==> src/rtl/sw_conditioner_if.sv <==
// Switch conditioner bus: raw switch levels in, debounced levels and edge pulses out.
interface sw_conditioner_if #(
    parameter int N = 3
);
    logic [N-1:0] sw_in;
    logic [N-1:0] db_out;
    logic [N-1:0] rise;
    logic [N-1:0] fall;

    modport master (output sw_in, input db_out, input rise, input fall);
    modport slave  (input sw_in, output db_out, output rise, output fall);
endinterface

==> src/rtl/sw_conditioner.sv <==
// Per-channel two-flop synchroniser followed by a run-length debouncer that emits
// registered one-cycle rise/fall pulses on the edge where the clean level updates.
module sw_conditioner #(
    parameter int N             = 3,
    parameter int STABLE_CYCLES = 500000,
    parameter int CNT_W         = 19
) (
    input  logic            clk,
    input  logic            rst_n,
    sw_conditioner_if.slave bus
);
    localparam logic [CNT_W-1:0] LAST = CNT_W'(STABLE_CYCLES - 1);

    logic [N-1:0]     s1;
    logic [N-1:0]     s2;
    logic [N-1:0]     db;
    logic [N-1:0]     rise_q;
    logic [N-1:0]     fall_q;
    logic [CNT_W-1:0] cnt [N];

    always_ff @(posedge clk or negedge rst_n) begin
        if (!rst_n) begin
            s1     <= '0;
            s2     <= '0;
            db     <= '0;
            rise_q <= '0;
            fall_q <= '0;
            for (int unsigned i = 0; i < N; i++) cnt[i] <= '0;
        end else begin
            s1 <= bus.sw_in;
            s2 <= s1;
            for (int unsigned i = 0; i < N; i++) begin
                rise_q[i] <= 1'b0;
                fall_q[i] <= 1'b0;
                // Any matching sample restarts the run; only an unbroken run commits.
                if (s2[i] == db[i]) begin
                    cnt[i] <= '0;
                end else if (cnt[i] == LAST) begin
                    db[i]     <= s2[i];
                    cnt[i]    <= '0;
                    rise_q[i] <= s2[i];
                    fall_q[i] <= ~s2[i];
                end else begin
                    cnt[i] <= cnt[i] + 1'b1;
                end
            end
        end
    end

    assign bus.db_out = db;
    assign bus.rise   = rise_q;
    assign bus.fall   = fall_q;
endmodule

==> src/flat_wrapper.sv <==
// flat-port wrapper written by rule: the top's interface ports become plain ports
module sw_conditioner_flat 
#(
    parameter int N             = 3,
    parameter int STABLE_CYCLES = 500000,
    parameter int CNT_W         = 19
)
  (clk, rst_n, bus_sw_in, bus_db_out, bus_rise, bus_fall);
  sw_conditioner_if #(.N(N)) bus_i ();
  input  logic clk;
  input  logic rst_n;
  input wire logic [$bits(bus_i.sw_in)-1:0] bus_sw_in;
  output wire logic [$bits(bus_i.db_out)-1:0] bus_db_out;
  output wire logic [$bits(bus_i.rise)-1:0] bus_rise;
  output wire logic [$bits(bus_i.fall)-1:0] bus_fall;
  assign bus_i.sw_in = bus_sw_in;
  assign bus_db_out = bus_i.db_out;
  assign bus_rise = bus_i.rise;
  assign bus_fall = bus_i.fall;
  sw_conditioner #(.N(N), .STABLE_CYCLES(STABLE_CYCLES), .CNT_W(CNT_W)) u_core (.clk(clk), .rst_n(rst_n), .bus(bus_i));
endmodule
==> config.mk <==
export PLATFORM = sky130hd
export DESIGN_NAME = sw_conditioner_flat
export DESIGN_NICKNAME = d
export VERILOG_FILES = /design/src/rtl/sw_conditioner_if.sv /design/src/rtl/sw_conditioner.sv /design/src/flat_wrapper.sv
export SDC_FILE = /design/constraint.sdc
export NUM_CORES = 1
export LEC_CHECK = 0
export CAP_MARGIN = 0
export CORE_MARGIN = 2
export CORE_UTILIZATION = 60
export CTS_BUF_LIST = sky130_fd_sc_hd__clkbuf_16
export DETAILED_ROUTE_END_ITERATION = 6
export PLACE_DENSITY = 0.83
export SKIP_CTS_REPAIR_TIMING = 1
export SYNTH_ARGS = -nofsm -noshare
export SYNTH_HDL_FRONTEND = slang
export SYNTH_SLANG_ARGS = --single-unit
export TNS_END_PERCENT = 100
==> constraint.sdc <==
create_clock -name clk -period 2.3 [get_ports clk]
set_clock_uncertainty 0.15 [all_clocks]
set_input_delay 0.46 -clock clk [delete_from_list [all_inputs] [get_ports clk]]
set_output_delay 0.46 -clock clk [all_outputs]
set_load 0.05 [all_outputs]
==> metrics <==
worst setup path class=reg -> out; power per cell area=712 mW/mm^2; Startpoint Class=flop; Top Family by Delay on Critical Path=buffers and inverters; die width=about 80 microns; DIE AREA=0.00617 sq mm; Primary FF master, synth=dfrtp_1; HPWL after DPL=roughly 4300 microns; post-synthesis sequential area ratio=54.1%; sequential power share=46.9%; max-slew violation count=0; Final Hold Vio Count=0; peak supply drop=0.576 mV; antenna violations before repair=0; Gate power share=under 10%; RSZ-0062 raised after global routing=false; status=complete, no violations; largest family of logic cells by synthesized area=simple AND/OR/NAND/NOR gates; #FFs+latches synth=just over 70; Pint=2170 uW; DRC=0; count leader, synth=dfrtp_1; Area Growth Syn to Fin=17.2%; Core Footprint=0.00544 sq mm; Hold Path Class=reg -> reg; commonest cells in the netlist=dfrtp_1, nor2_1, xnor2_1; CP max stage cell=clkdlybuf4s50_1; post-synthesis simple-gate area fraction=25.4%; global route total overflow=0; synthesized area=0.00333 sq mm; Critical Path RT=1690 ps; ant diodes=0; Mapped Cells=329; Initial Utilization=61.3%; Placed Area=between 0.003 and 0.004 sq mm; Setup TNS=0 ps; vias in the first global route=2545; synth unique cells=31; IO Pins=14; fraction of synthesized cell area in xor and xnor cells=9.72%; crit-path cells=clkdlybuf4s50_1; gpl congestion=0.822; asr flop ratio synth=100%; root buffer cell=clkbuf_16; P_sw=617 uW; switch share=22.2%; Worst-Margin Slew=505 ps; Worst Path Max Fanout=5; Tcrit/Tclk final=approximately 95%; clock buffer depth=2; max_cap viols=0; total CTS buffers=9; clock sink count=72; Yosys top cell area share=54.1%; 1st-iter DRT viols=127; IO Port Bufs=13; final WL=6500 microns; post-synthesis mux area share=1.01%; vias per std cell=5.82; first-pass GRT wire length=11500 microns; peak per-stage delay on the critical path=slightly above 800 ps; post-synthesis compound-gate area fraction=6.31%; clk slew on worst S/H paths=around 60 ps; GR Util All Layers=between 20% and 30%; DR WL/cell=15.0 microns; syn avg cell area=10.1 sq um; Max transition margin=66.3%; min Tclk post-route=2190 ps; Setup crit end kind=primary output; Final setup viols=0; layout cells sized above 1=approximately 10%; number of detailed-route iterations in the first pass=5; later-pin clock latency in the skew report=roughly 330 ps; row count=27; CTS tree=yes; internal reg-to-reg setup slack=~160 ps; vias post-DR=between 2000 and 3000; upper clock frequency limit=0.456 GHz; post-route antenna net violation count=0; biggest area consumer among synthesized cells=dfrtp_1; clock share of power=49.9%; largest net degree at the start of global routing=36; adder-cell share of the synthesized area=1.13%; Mapped Nets=approximately 340; WP buf/inv=1; H-tree depth=3; Post-synth EDFFs=0; die height=78.5 microns; Worst Path Arrival=1580 ps; Syn. warnings=0; leak pwr=between 0.0015 and 0.002 uW; Design Area, Final=0.00391 sq mm; top area cells in the synthesized netlist=dfrtp_1, xnor2_1, nor2_1; Nets=between 300 and 400
-- metrics by stage --
step	worst slack [ps]	std cells	total power (uW)	hold slack, ps	util [%]
finish	109	432	2780	204	71.8
global route	50.3	432	2880	219	71.8
CTS	101	431	2810	-73.2	71.7
detailed placement	188	415	1410	192	66.1
global placement	265	415	1410	184	66.1
floorplan	251	329	1360	14.4	-
-- area by class of cell --
class | count | area (sq um)
clock buffer | 9 | 225
clock inverter | 7 | 77.6
fill | 378 | 1530
inverter | 12 | 45.0
multi-input combinational | 237 | 1450
sequential | 72 | 1800
tap | 72 | 90.1
timing repair buffer | 23 | 215
-- kinds of logic after synthesis --
logic type / after synthesis
simple gates: 157
xor+xnor: 37
compound gates: 37
buf+inv: 20
flops: 72
fa+ha+maj: 3
mux: 3
-- power groups by stage --
stage	Combinational [uW]	Clock, uW	Sequential (uW)
final	88.6	1390	1300
after global routing	104	1470	1310
after CTS	89.7	1410	1300
after detailed placement	88.7	0	1330
after global placement	86.0	0	1320
after floorplan	36.6	0	1320
-- registers in the layout (all words and copies together) (netlist names) --
signal and flops:
u_core.s1 3, u_core.cnt 57, u_core.bus.db_out 3, u_core.bus.fall 3
u_core.bus.rise 3, u_core.s2 3
-- placed cells by master, fill, tap and decap left out, types with 11 or more instances in the layout --
cell             instances
nor2_1                  42
or4_1                   11
or3_1                   14
nand2_1                 19
clkdlybuf4s50_1         12
a21oi_1                 17
nand4_1                 12
nand3_1                 17
xnor2_1                 28
inv_1                   12
dfrtp_1                 72
-- final timing paths --
| kind | cells past startpoint | end | from |
|---|---|---|---|
| setup / recovery | 1 | bus_db_out[2] | u_core.bus.db_out[2] |
| hold / removal | 0 | u_core.s2[2] | u_core.s1[2] |
| setup reg to reg | 4 | u_core.cnt[55] | u_core.cnt[40] |
| hold reg to reg | 0 | u_core.s2[2] | u_core.s1[2] |
| max in group asynchronous | 3 | u_core.cnt[30] | rst_n |
| min in group asynchronous | 2 | u_core.cnt[51] | rst_n |
-- routing by layer --
metal	up-vias	track usage, %	share of wire (%)
li1	1225	-	-
met1	1235	29.3	45
met2	46	40.3	51
met3	9	6.90	3.6
met4	0	8.07	1.2
met5	-	0	0
(Power assumes the default switching activity.)
